<file path="src/rtl/cpu_seq_ctrl_pkg.sv">
// -----------------------------------------------------------------------------
// cpu_seq_ctrl_pkg
// Shared constants for the multi-cycle RV32 sequencer: state codes, PC and
// write-back select encodings, and the latched decoder-flag bundle.
// No ports (package).
// -----------------------------------------------------------------------------
package cpu_seq_ctrl_pkg;

    typedef logic [2:0] state_t;
    typedef logic [1:0] sel_t;

    localparam state_t ST_FETCH  = 3'd0;
    localparam state_t ST_DECODE = 3'd1;
    localparam state_t ST_EXEC   = 3'd2;
    localparam state_t ST_MEM    = 3'd3;
    localparam state_t ST_WB     = 3'd4;
    localparam state_t ST_ERR    = 3'd5;

    localparam sel_t PC_SEL_PC4 = 2'd0;
    localparam sel_t PC_SEL_BR  = 2'd1;
    localparam sel_t PC_SEL_JMP = 2'd2;

    localparam sel_t WB_SEL_ALU = 2'd0;
    localparam sel_t WB_SEL_MEM = 2'd1;
    localparam sel_t WB_SEL_PC4 = 2'd2;

    typedef struct packed {
        logic branch;
        logic jump;
        logic memread;
        logic memwrite;
        logic regwrite;
        logic memtoreg;
    } dec_flags_t;

endpackage

</file>
<file path="src/rtl/cpu_seq_ctrl_if.sv">
// -----------------------------------------------------------------------------
// cpu_seq_ctrl_if
// Bundle between the sequencer and the datapath/memories: memory request and
// ready handshakes, decoder flags, branch result and all datapath enables.
// Modports:
//   master - the sequencer (drives requests/enables, reads readies/flags)
//   slave  - datapath and memory side (the reverse)
// -----------------------------------------------------------------------------
interface cpu_seq_ctrl_if;
    import cpu_seq_ctrl_pkg::*;

    logic imem_req;
    logic imem_ready;
    logic dmem_req;
    logic dmem_we;
    logic dmem_ready;
    logic branch;
    logic jump;
    logic memread;
    logic memwrite;
    logic regwrite;
    logic memtoreg;
    logic illegal;
    logic br_taken;
    logic ir_we;
    logic pc_we;
    sel_t pc_sel;
    logic rf_we;
    sel_t wb_sel;

    modport master (
        output imem_req, dmem_req, dmem_we, ir_we, pc_we, pc_sel, rf_we, wb_sel,
        input  imem_ready, dmem_ready, branch, jump, memread, memwrite,
               regwrite, memtoreg, illegal, br_taken
    );

    modport slave (
        input  imem_req, dmem_req, dmem_we, ir_we, pc_we, pc_sel, rf_we, wb_sel,
        output imem_ready, dmem_ready, branch, jump, memread, memwrite,
               regwrite, memtoreg, illegal, br_taken
    );

endinterface

</file>
<file path="src/rtl/cpu_seq_ctrl_timeout.sv">
// -----------------------------------------------------------------------------
// seq_timeout_cnt
// Memory wait counter with an expire flag. Counts cycles while en is high,
// returns to zero on clr. expired is asserted once the count equals
// MEM_TIMEOUT; MEM_TIMEOUT = 0 means the flag never asserts.
// Ports:
//   clk, rst_n  - clock, synchronous active-low reset
//   clr         - restart the count
//   en          - a request is waiting for ready this cycle
//   expired     - count has reached MEM_TIMEOUT
// -----------------------------------------------------------------------------
module seq_timeout_cnt #(
    parameter int MEM_TIMEOUT = 255
) (
    input  logic clk,
    input  logic rst_n,
    input  logic clr,
    input  logic en,
    output logic expired
);

    localparam int CW = (MEM_TIMEOUT < 2) ? 1 : $clog2(MEM_TIMEOUT + 1);
    localparam logic [CW-1:0] LIMIT = CW'(MEM_TIMEOUT);

    logic [CW-1:0] cnt;

    assign expired = (MEM_TIMEOUT != 0) && (cnt == LIMIT);

    // Stops at LIMIT so the flag cannot wrap away while the FSM is leaving.
    always_ff @(posedge clk) begin
        if (!rst_n || clr) begin
            cnt <= '0;
        end else if (en && !expired) begin
            cnt <= cnt + 1'b1;
        end
    end

endmodule

</file>
<file path="src/rtl/cpu_seq_ctrl.sv">
// -----------------------------------------------------------------------------
// cpu_seq_ctrl
// Multi-cycle sequencer for the single-issue RV32 core. Walks one instruction
// at a time through FETCH/DECODE/EXEC/MEM/WB and produces every enable and
// select for the shared datapath. A memory request that waits MEM_TIMEOUT
// cycles, an illegal opcode or a bad state code lands in ERR until reset.
// Ports:
//   clk, rst_n   - clock, synchronous active-low reset
//   bus          - cpu_seq_ctrl_if.master: requests, readies, decoder flags,
//                  br_taken, ir_we, pc_we, pc_sel, rf_we, wb_sel
//   err          - sticky error flag
//   state        - current state code (debug)
//   cycle_cnt,
//   instret_cnt  - performance counters, present only when
//                  CPU_SEQ_PERF_CNT_EN is defined (CNT_W bits, wrapping)
// -----------------------------------------------------------------------------
module cpu_seq_ctrl
    import cpu_seq_ctrl_pkg::*;
#(
    parameter int MEM_TIMEOUT = 255
`ifdef CPU_SEQ_PERF_CNT_EN
    ,
    parameter int CNT_W = 32
`endif
) (
    input  logic                 clk,
    input  logic                 rst_n,
    cpu_seq_ctrl_if.master       bus,
    output logic                 err,
    output logic [2:0]           state
`ifdef CPU_SEQ_PERF_CNT_EN
    ,
    output logic [CNT_W-1:0]     cycle_cnt,
    output logic [CNT_W-1:0]     instret_cnt
`endif
);

    state_t     state_r;
    state_t     state_nxt;
    dec_flags_t flags_r;
    // Low for the cycle(s) where reset was sampled; gates every output so
    // nothing is requested or enabled while reset is held.
    logic       run;
    logic       expired;
    logic       waiting;

    logic imem_req_c, dmem_req_c, dmem_we_c, ir_we_c, pc_we_c, rf_we_c, err_c;
    sel_t pc_sel_c, wb_sel_c;

    seq_timeout_cnt #(
        .MEM_TIMEOUT (MEM_TIMEOUT)
    ) u_timeout (
        .clk     (clk),
        .rst_n   (rst_n),
        .clr     (!waiting),
        .en      (waiting),
        .expired (expired)
    );

    // A transfer completing (or no request at all) restarts the count, so it
    // is always zero on entry to FETCH or MEM.
    assign waiting = (imem_req_c && !bus.imem_ready) || (dmem_req_c && !bus.dmem_ready);

    always_comb begin
        state_nxt  = state_r;
        imem_req_c = 1'b0;
        dmem_req_c = 1'b0;
        dmem_we_c  = 1'b0;
        ir_we_c    = 1'b0;
        pc_we_c    = 1'b0;
        pc_sel_c   = PC_SEL_PC4;
        rf_we_c    = 1'b0;
        wb_sel_c   = WB_SEL_ALU;
        err_c      = 1'b0;
        if (run) begin
            case (state_r)
                ST_FETCH: begin
                    imem_req_c = 1'b1;
                    if (bus.imem_ready) begin
                        ir_we_c   = 1'b1;
                        state_nxt = ST_DECODE;
                    end else if (expired) begin
                        state_nxt = ST_ERR;
                    end
                end
                ST_DECODE: begin
                    state_nxt = bus.illegal ? ST_ERR : ST_EXEC;
                end
                ST_EXEC: begin
                    if (flags_r.branch) begin
                        pc_we_c   = 1'b1;
                        pc_sel_c  = bus.br_taken ? PC_SEL_BR : PC_SEL_PC4;
                        state_nxt = ST_FETCH;
                    end else if (flags_r.memread || flags_r.memwrite) begin
                        state_nxt = ST_MEM;
                    end else if (flags_r.jump || flags_r.regwrite) begin
                        state_nxt = ST_WB;
                    end else begin
                        pc_we_c   = 1'b1;
                        state_nxt = ST_FETCH;
                    end
                end
                ST_MEM: begin
                    dmem_req_c = 1'b1;
                    // memread together with memwrite is handled as a load.
                    dmem_we_c  = flags_r.memwrite && !flags_r.memread;
                    if (bus.dmem_ready) begin
                        if (flags_r.memread) begin
                            state_nxt = ST_WB;
                        end else begin
                            pc_we_c   = 1'b1;
                            state_nxt = ST_FETCH;
                        end
                    end else if (expired) begin
                        state_nxt = ST_ERR;
                    end
                end
                ST_WB: begin
                    rf_we_c   = flags_r.regwrite || flags_r.memtoreg;
                    wb_sel_c  = flags_r.jump ? WB_SEL_PC4 :
                                flags_r.memtoreg ? WB_SEL_MEM : WB_SEL_ALU;
                    pc_we_c   = 1'b1;
                    pc_sel_c  = flags_r.jump ? PC_SEL_JMP : PC_SEL_PC4;
                    state_nxt = ST_FETCH;
                end
                ST_ERR: begin
                    err_c = 1'b1;
                end
                default: begin
                    state_nxt = ST_ERR;
                end
            endcase
        end
    end

    always_ff @(posedge clk) begin
        if (!rst_n) begin
            state_r <= ST_FETCH;
            run     <= 1'b0;
        end else begin
            state_r <= state_nxt;
            run     <= 1'b1;
        end
    end

    always_ff @(posedge clk) begin
        if (state_r == ST_DECODE) begin
            flags_r <= '{branch:   bus.branch,
                         jump:     bus.jump,
                         memread:  bus.memread,
                         memwrite: bus.memwrite,
                         regwrite: bus.regwrite,
                         memtoreg: bus.memtoreg};
        end
    end

`ifdef CPU_SEQ_PERF_CNT_EN
    always_ff @(posedge clk) begin
        if (!rst_n) begin
            cycle_cnt   <= '0;
            instret_cnt <= '0;
        end else begin
            if (state_r != ST_ERR) begin
                cycle_cnt <= cycle_cnt + 1'b1;
            end
            if (pc_we_c) begin
                instret_cnt <= instret_cnt + 1'b1;
            end
        end
    end
`endif

    assign bus.imem_req = imem_req_c;
    assign bus.dmem_req = dmem_req_c;
    assign bus.dmem_we  = dmem_we_c;
    assign bus.ir_we    = ir_we_c;
    assign bus.pc_we    = pc_we_c;
    assign bus.pc_sel   = pc_sel_c;
    assign bus.rf_we    = rf_we_c;
    assign bus.wb_sel   = wb_sel_c;
    assign err          = err_c;
    assign state        = state_r;

endmodule
</file>
<file path="src/flat_wrapper.sv">
// flat-port wrapper written by rule: the top's interface ports become plain ports
module cpu_seq_ctrl_flat import cpu_seq_ctrl_pkg::*;
#(
    parameter int MEM_TIMEOUT = 255

)
  (clk, rst_n, err, state, bus_imem_req, bus_dmem_req, bus_dmem_we, bus_ir_we, bus_pc_we, bus_pc_sel, bus_rf_we, bus_wb_sel, bus_imem_ready, bus_dmem_ready, bus_branch, bus_jump, bus_memread, bus_memwrite, bus_regwrite, bus_memtoreg, bus_illegal, bus_br_taken);
  cpu_seq_ctrl_if bus_i ();
  input  logic clk;
  input  logic rst_n;
  output logic err;
  output logic [2:0] state;
  output wire logic [$bits(bus_i.imem_req)-1:0] bus_imem_req;
  output wire logic [$bits(bus_i.dmem_req)-1:0] bus_dmem_req;
  output wire logic [$bits(bus_i.dmem_we)-1:0] bus_dmem_we;
  output wire logic [$bits(bus_i.ir_we)-1:0] bus_ir_we;
  output wire logic [$bits(bus_i.pc_we)-1:0] bus_pc_we;
  output wire logic [$bits(bus_i.pc_sel)-1:0] bus_pc_sel;
  output wire logic [$bits(bus_i.rf_we)-1:0] bus_rf_we;
  output wire logic [$bits(bus_i.wb_sel)-1:0] bus_wb_sel;
  input wire logic [$bits(bus_i.imem_ready)-1:0] bus_imem_ready;
  input wire logic [$bits(bus_i.dmem_ready)-1:0] bus_dmem_ready;
  input wire logic [$bits(bus_i.branch)-1:0] bus_branch;
  input wire logic [$bits(bus_i.jump)-1:0] bus_jump;
  input wire logic [$bits(bus_i.memread)-1:0] bus_memread;
  input wire logic [$bits(bus_i.memwrite)-1:0] bus_memwrite;
  input wire logic [$bits(bus_i.regwrite)-1:0] bus_regwrite;
  input wire logic [$bits(bus_i.memtoreg)-1:0] bus_memtoreg;
  input wire logic [$bits(bus_i.illegal)-1:0] bus_illegal;
  input wire logic [$bits(bus_i.br_taken)-1:0] bus_br_taken;
  assign bus_imem_req = bus_i.imem_req;
  assign bus_dmem_req = bus_i.dmem_req;
  assign bus_dmem_we = bus_i.dmem_we;
  assign bus_ir_we = bus_i.ir_we;
  assign bus_pc_we = bus_i.pc_we;
  assign bus_pc_sel = bus_i.pc_sel;
  assign bus_rf_we = bus_i.rf_we;
  assign bus_wb_sel = bus_i.wb_sel;
  assign bus_i.imem_ready = bus_imem_ready;
  assign bus_i.dmem_ready = bus_dmem_ready;
  assign bus_i.branch = bus_branch;
  assign bus_i.jump = bus_jump;
  assign bus_i.memread = bus_memread;
  assign bus_i.memwrite = bus_memwrite;
  assign bus_i.regwrite = bus_regwrite;
  assign bus_i.memtoreg = bus_memtoreg;
  assign bus_i.illegal = bus_illegal;
  assign bus_i.br_taken = bus_br_taken;
  cpu_seq_ctrl #(.MEM_TIMEOUT(MEM_TIMEOUT)) u_core (.clk(clk), .rst_n(rst_n), .bus(bus_i), .err(err), .state(state));
endmodule
</file>
<file path="config.mk">
export PLATFORM = sky130hd
export DESIGN_NAME = cpu_seq_ctrl_flat
export DESIGN_NICKNAME = d
export VERILOG_FILES = /design/src/rtl/cpu_seq_ctrl_pkg.sv /design/src/rtl/cpu_seq_ctrl_if.sv /design/src/rtl/cpu_seq_ctrl_timeout.sv /design/src/rtl/cpu_seq_ctrl.sv /design/src/flat_wrapper.sv
export SDC_FILE = /design/constraint.sdc
export NUM_CORES = 1
export LEC_CHECK = 0
export ABC_AREA = 1
export CORE_MARGIN = 5
export CORE_UTILIZATION = 43
export DETAILED_ROUTE_END_ITERATION = 16
export GPL_TIMING_DRIVEN = 0
export HOLD_SLACK_MARGIN = 0.05
export PLACE_DENSITY = 0.85
export SLEW_MARGIN = 20
export SYNTH_ARGS = -nofsm -noshare
export SYNTH_HDL_FRONTEND = slang
export SYNTH_SLANG_ARGS = --single-unit
export TNS_END_PERCENT = 1
</file>
<file path="constraint.sdc">
create_clock -name clk -period 1.2 [get_ports clk]
set_input_delay 0.12 -clock clk [delete_from_list [all_inputs] [get_ports clk]]
set_output_delay 0.12 -clock clk [all_outputs]
set_load 0.005 [all_outputs]
</file>
==> flow_metrics.env, run 1 <==
export IMPL_ant_nets=0
export IMPL_hold_viol=0
export IMPL_fin_ws_ns=-0.283
export IMPL_max_slew_margin_rel_pct=84.1
export IMPL_power_mw=1.27
export IMPL_setup_viol=22
export IMPL_power_leakage_nw=0.655
export IMPL_fin_skew_ns=0.00506
export IMPL_clkSinkCount=18
export IMPL_synthesis_instances=149
export IMPL_io_pins=26
export IMPL_crit_family="buffers and inverters"
export IMPL_yosysTopAreaCell="dfxtp_1"
export IMPL_syn_nets=162
export IMPL_grt_overflow=0
export IMPL_via_per_inst=5.06
export IMPL_use_met1_pct=18.8
export IMPL_worst_slew_pin_slew_ns=0.236
export IMPL_cp_start_kind="register"
export IMPL_r2r_slack_ns=-0.26
export IMPL_critical_path_depth=6
export IMPL_area_growth_pct=46.4
export IMPL_synth_xor_area_share_pct=2.49
export IMPL_ir_worst_vdd_mv=0.557
export IMPL_synth_warnings=0
export IMPL_hold_path_depth=1
export IMPL_grt_pass1_vias=1096
export IMPL_antenna_found_initial=0
export IMPL_routed_via_count=1113
export IMPL_drtIter0Drc=64
export IMPL_clkTransAtPathRegs_ns=0.10
export IMPL_use_met3_pct=1.96
export IMPL_async_reset_ff_share_pct=0
export IMPL_synthMuxAreaShare_pct=0
export IMPL_status="complete, but fails checks"
export IMPL_cts_tree="done"
export IMPL_cpPeakStageDelay_ns=0.39
export IMPL_design_area_um2=1550
export IMPL_r2r_cells=9
export IMPL_synthDistinctLibCells=26
export IMPL_grt_max_degree=11
export IMPL_start_util_pct=43.9
export IMPL_synth_most_common_cell="nand2_1"
export IMPL_gp_congestion=0.874
export IMPL_dr_pass1_iters=4
export IMPL_synth_fa_ha_area_share_pct=1.18
export IMPL_synth_area_top_cells="dfxtp_1, edfxtp_1, nand2_1, nand3_1, nor2_1"
export IMPL_drv_cap=0
export IMPL_worstSetupEndpointType="primary output"
export IMPL_syn_area_um2=1060
export IMPL_synth_top_cells_by_count="nand2_1, nor2_1, nand3_1, inv_1, dfxtp_1"
export IMPL_synth_edf_count=6
export IMPL_die_h_um=59.6
export IMPL_ys_seq_area_share_pct=39.8
export IMPL_synthSimpleGateAreaFrac_pct=39.5
export IMPL_netlist_area_leader_share_pct=22.7
export IMPL_synth_compound_area_share_pct=9.82
export IMPL_pwr_density_cell_nw_per_um2=818
export IMPL_grt_pass1_wl_mm=4.66
export IMPL_fmax_mhz=675
export IMPL_cts_root_buf="clkbuf_4"
export IMPL_crit_path_cell_trace="buf_12, nor2_4, buf_6, nand2_1, nor3_1, buf_2"
export IMPL_hpwlAfterDp_mm=1.93
export IMPL_die_area_um2=3550
export IMPL_critPathRequiredTime_ns=1.08
export IMPL_clk_latency_ns=0.29
export IMPL_worstPathArrival_ns=1.36
export IMPL_placed_area_um2=1370
export IMPL_rr_startpoint="u_core.state[0]"
export IMPL_clk_path_buf_depth=2
export IMPL_post_route_period_util_pct=124
export IMPL_synthFlopType="dfxtp_1"
export IMPL_drive_above_1_share_pct=31.1
export IMPL_critPathKind="register to primary output"
export IMPL_cts_buffers=3
export IMPL_rsz0062_at_grt="true"
export IMPL_finalCriticalPeriod_ns=1.48
export IMPL_synth_top_family_by_area="simple AND/OR/NAND/NOR gates"
export IMPL_nets=204
export IMPL_wirelength_mm=2.87
export IMPL_io_buffers=25
export IMPL_coreArea_um2=2410
export IMPL_dp_cells=204
export IMPL_htreeDepth=1
export IMPL_hold_end="u_core.flags_r[4]"
export IMPL_hp_class="input pin to register"
export IMPL_path_buf_inv=3
export IMPL_crit_path_max_fanout=3
export IMPL_violations="negative setup slack"
export IMPL_cp_slowest_cell="dfxtp_4"
export IMPL_antennaDiodeCount=0
export IMPL_r2r_end="u_core.u_timeout.cnt[1]"
export IMPL_synth_area_per_cell_um2=7.10
export IMPL_finalMaxSlewViolations=0
export IMPL_fin_cells=220
export IMPL_grt_total_usage_pct=17.0
export IMPL_wire_per_inst_um=13.0
export IMPL_rows=18
export IMPL_hp_start="bus_jump"
export IMPL_drc=0
export IMPL_ys_seq_elements=18
export IMPL_use_met2_pct=32.8
export IMPL_timing_setup_tns_ns=-4.48
export IMPL_cts_hold_buf=0
export IMPL_grt_most_used_layer="met2"
export IMPL_die_width_um=59.6
## what timing repair did
item / in CTS / in global routing
gates resized for setup: 71 / 6
pin swaps: 12 / 2
endpoints found under the setup margin: 31 / 31
buffers inserted: 11 / 1
## logic make-up (layout without fill, tap and decap cells)
logic type / after synthesis / after routing
xor+xnor: 3 / 3
simple gates: 89 / 89
flops: 18 / 18
buf+inv: 18 / 59
compound gates: 20 / 20
fa+ha+maj: 1 / 1
## registers in the layout, indices dropped and copies added, names as in the netlist
signal                flops
u_core.flags_r            6
u_core.run                1
u_core.u_timeout.cnt      8
u_core.state              3
## metal layers
layer,up-vias,wire (µm)
li1,573,-
met1,497,1160
met2,33,1480
met3,10,140
met4,0,81
met5,-,0
## power by group
part | total [mW] | switching, mW | internal (mW)
Sequential | 0.683 | 0.0276 | 0.655
Clock | 0.307 | 0.178 | 0.129
Combinational | 0.276 | 0.141 | 0.135
Total | 1.27 | 0.347 | 0.919
## placed cells by master, fill, tap and decap left out, types with 2 or more instances in the layout
master,count
buf_6,7
inv_2,4
xnor2_1,2
edfxtp_1,6
clkbuf_4,3
o21ai_0,7
inv_1,10
buf_2,9
clkdlybuf4s15_2,2
clkdlybuf4s50_1,11
nand2_2,2
nand2_1,35
o21ai_1,2
nand2_4,4
nand3_2,3
a21oi_1,8
nor2_1,18
dfxtp_4,3
nor2_4,2
nor3_1,2
nand3_1,13
dfxtp_1,8
nand3b_1,2
inv_4,2
buf_4,6
nor2_2,4
clkdlybuf4s15_1,2
## final cells by class
| class | instances | area (µm²) |
|---|---|---|
| Fill cell | 205 | 862 |
| Buffer | 2 | 22.5 |
| Timing Repair Buffer | 37 | 328 |
| Inverter | 16 | 65.1 |
| Sequential cell | 18 | 433 |
| Clock buffer | 4 | 26.3 |
| Tap cell | 30 | 37.5 |
| Multi-Input combinational cell | 113 | 636 |
## per-stage QoR
| step | worst slack, ns | hold slack, ns | util [%] |
|---|---|---|---|
| finish | -0.283 | 0.391 | 64.2 |
| global route | -0.365 | 0.375 | 64.2 |
| CTS | -0.248 | 0.382 | 63.2 |
| detailed placement | -0.497 | 0.493 | 56.7 |
| global placement | -0.492 | 0.484 | 56.7 |
| floorplan | 0.000414 | 0.148 | - |
## how the worst max path moves through the flow
stage / slack (ns) / end / start
3_5_place_dp: -0.50 / bus_pc_we / u_core.state[2]
5_1_grt: -0.37 / u_core.state[0] / u_core.state[0]
3_3_place_gp: -0.49 / bus_pc_we / u_core.state[2]
6_report: -0.28 / bus_ir_we / u_core.state[0]
4_1_cts: -0.25 / bus_ir_we / u_core.state[0]
2_1_floorplan: 0.0004 / u_core.u_timeout.cnt[1] / u_core.u_timeout.cnt[0]
Note: power is estimated with default switching activity, not from simulation.
==> run 2, diff against run 1 <==
--- a/config.mk
+++ b/config.mk
@@ -12,7 +12,7 @@
 export GPL_TIMING_DRIVEN = 0
 export HOLD_SLACK_MARGIN = 0.05
 export PLACE_DENSITY = 0.85
-export SLEW_MARGIN = 20
+export SLEW_MARGIN = 10
 export SYNTH_ARGS = -nofsm -noshare
 export SYNTH_HDL_FRONTEND = slang
 export SYNTH_SLANG_ARGS = --single-unit
==> results of run 2 <==
Final layout, timing and power as in run 1 (identical DEF).
==> run 3, diff against run 2 <==
--- a/config.mk
+++ b/config.mk
@@ -12,6 +12,7 @@
 export GPL_TIMING_DRIVEN = 0
 export HOLD_SLACK_MARGIN = 0.05
 export PLACE_DENSITY = 0.85
+export SKIP_CTS_REPAIR_TIMING = 1
 export SLEW_MARGIN = 10
 export SYNTH_ARGS = -nofsm -noshare
 export SYNTH_HDL_FRONTEND = slang
==> run 3 against run 2 <==
The flow still finishes with violations (negative setup slack). Wire length grew 4.7%. Hold slack lost 0.0024 ns. Core utilization grew 0.16 points. Register-to-register slack gained 0.04 ns. Final cell count shrank 0.45%. Power grew 0.44%. Clock skew shrank 0.0041 ns. Setup slack lost 0.051 ns. Sequential share of layout area grew 0.17 points. Critical endpoint unchanged. Largest cell class unchanged. Largest power group unchanged.
==> flow_metrics.env, run 3 (synthesis gave the netlist of run 1 again) <==
export IMPL_regArea_um2=437
export IMPL_p_sw_share_pct=28.2
export IMPL_drc=0
export IMPL_drtIter0Drc=35
export IMPL_place_ws_ns=-0.497
export IMPL_grt_max_degree=11
export IMPL_drive_above_1_share_pct=29.6
export IMPL_power_leakage_nw=0.718
export IMPL_max_slew_margin_rel_pct=85.2
export IMPL_clkTransAtPathRegs_ns=0.10
export IMPL_nets=203
export IMPL_gp_congestion=0.874
export IMPL_hp_class="input pin to register"
export IMPL_critPathKind="register to primary output"
export IMPL_cts_buffers=3
export IMPL_fin_ws_ns=-0.334
export IMPL_final_cell_mix="nand2_1, nor2_1, nand3_1"
export IMPL_io_pins=26
export IMPL_clk_latency_ns=0.29
export IMPL_design_area_um2=1550
export IMPL_multi_input_comb_area_um2=648
export IMPL_coreArea_um2=2410
export IMPL_worstPathArrival_ns=1.41
export IMPL_dp_cells=204
export IMPL_clkSinkCount=18
export IMPL_grt_overflow=0
export IMPL_fillers=203
export IMPL_clk_path_buf_depth=2
export IMPL_hold_path_depth=1
export IMPL_mostFrequentLayoutCell="nand2_1"
export IMPL_cp_start_kind="register"
export IMPL_placed_area_um2=1370
export IMPL_ant_nets=0
export IMPL_fmax_mhz=652
export IMPL_critPathRequiredTime_ns=1.08
export IMPL_rows=18
export IMPL_hold_viol=0
export IMPL_setup_viol=28
export IMPL_finalMaxSlewViolations=0
export IMPL_routed_via_count=1145
export IMPL_clkPwrFrac_pct=24.5
export IMPL_wirelength_mm=3.00
export IMPL_pwr_density_cell_nw_per_um2=819
export IMPL_largest_reg_flops=8
export IMPL_rr_startpoint="u_core.state[1]"
export IMPL_timing_setup_tns_ns=-4.56
export IMPL_r2r_cells=8
export IMPL_wire_per_inst_um=13.7
export IMPL_htreeDepth=1
export IMPL_finalCriticalPeriod_ns=1.53
export IMPL_grt_pass1_wl_mm=4.17
export IMPL_grt_total_usage_pct=15.0
export IMPL_p_sw_mw=0.358
export IMPL_endpoint="bus_ir_we"
export IMPL_antenna_found_initial=0
export IMPL_dr_pass1_iters=4
export IMPL_via_per_inst=5.23
export IMPL_grt_pass1_vias=1023
export IMPL_hpwlAfterDp_mm=1.93
export IMPL_cell_internal_pwr_mw=0.913
export IMPL_crit_path_max_fanout=4
export IMPL_worstSetupEndpointType="primary output"
export IMPL_area_growth_pct=46.7
export IMPL_top_register="u_core.u_timeout.cnt"
export IMPL_status="complete, but fails checks"
export IMPL_ir_worst_vdd_mv=0.602
export IMPL_combPwrFrac_pct=22.4
export IMPL_worst_slew_pin_slew_ns=0.221
export IMPL_seqPwrFrac_pct=53.1
export IMPL_fin_cells=219
export IMPL_die_area_um2=3550
export IMPL_r2r_slack_ns=-0.22
export IMPL_fin_skew_ns=0.000974
export IMPL_antennaDiodeCount=0
export IMPL_rsz0062_at_grt="true"
export IMPL_start_util_pct=43.9
export IMPL_post_route_period_util_pct=128
export IMPL_r2r_end="u_core.u_timeout.cnt[1]"
export IMPL_die_width_um=59.6
export IMPL_drv_cap=0
export IMPL_io_buffers=25
export IMPL_cts_root_buf="clkbuf_4"
export IMPL_cts_tree="done"
export IMPL_cp_startpoint="u_core.state[1]"
export IMPL_die_h_um=59.6
export IMPL_final_util_pct=64.4
export IMPL_violations="negative setup slack"
## run 3: metal layers
layer  global-route usage [%]  routed length (µm)
met1                     16.3                1220
met2                     28.9                1520
met3                     2.18                 177
met4                     5.70                  81
met5                        0                   0
## run 3: final cells by class
class,count,share of cell area (%)
buffer,2,1.45
clock buffer,4,1.69
inverter,16,4.19
multi-input combinational,113,41.8
sequential,18,28.1
tap,30,2.42
timing repair buffer,36,20.3
## run 3: worst min-delay path by stage
stage | startpoint | to
global route | bus_jump | u_core.flags_r[4]
detailed placement | u_core.u_timeout.cnt[7] | u_core.u_timeout.cnt[7]
finish | bus_jump | u_core.flags_r[4]
floorplan | rst_n | u_core.run
CTS | bus_memtoreg | u_core.flags_r[0]
global placement | u_core.u_timeout.cnt[7] | u_core.u_timeout.cnt[7]
## run 3: power groups by stage
stage | clock network, mW | logic (mW) | registers (mW)
final | 0.311 | 0.285 | 0.675
after floorplan | 0 | 0.111 | 0.691
after global routing | 0.351 | 0.306 | 0.678
after global placement | 0 | 0.205 | 0.694
after detailed placement | 0 | 0.210 | 0.695
after CTS | 0.320 | 0.212 | 0.681
## run 3: stage by stage
stage          hold slack [ns]  total power [mW]
2_1_floorplan            0.148             0.801
3_3_place_gp             0.484             0.898
3_5_place_dp             0.493             0.905
4_1_cts                  0.382              1.21
5_1_grt                  0.375              1.34
6_report                 0.389              1.27
## run 3: worst max-delay path, cell delays in order, from the launching register on
cell	delay (ns)
dfxtp_4	0.37
buf_4	0.14
nor2_4	0.19
nand2_1	0.10
nor3_1	0.16
dlymetal6s2s_1	0.16
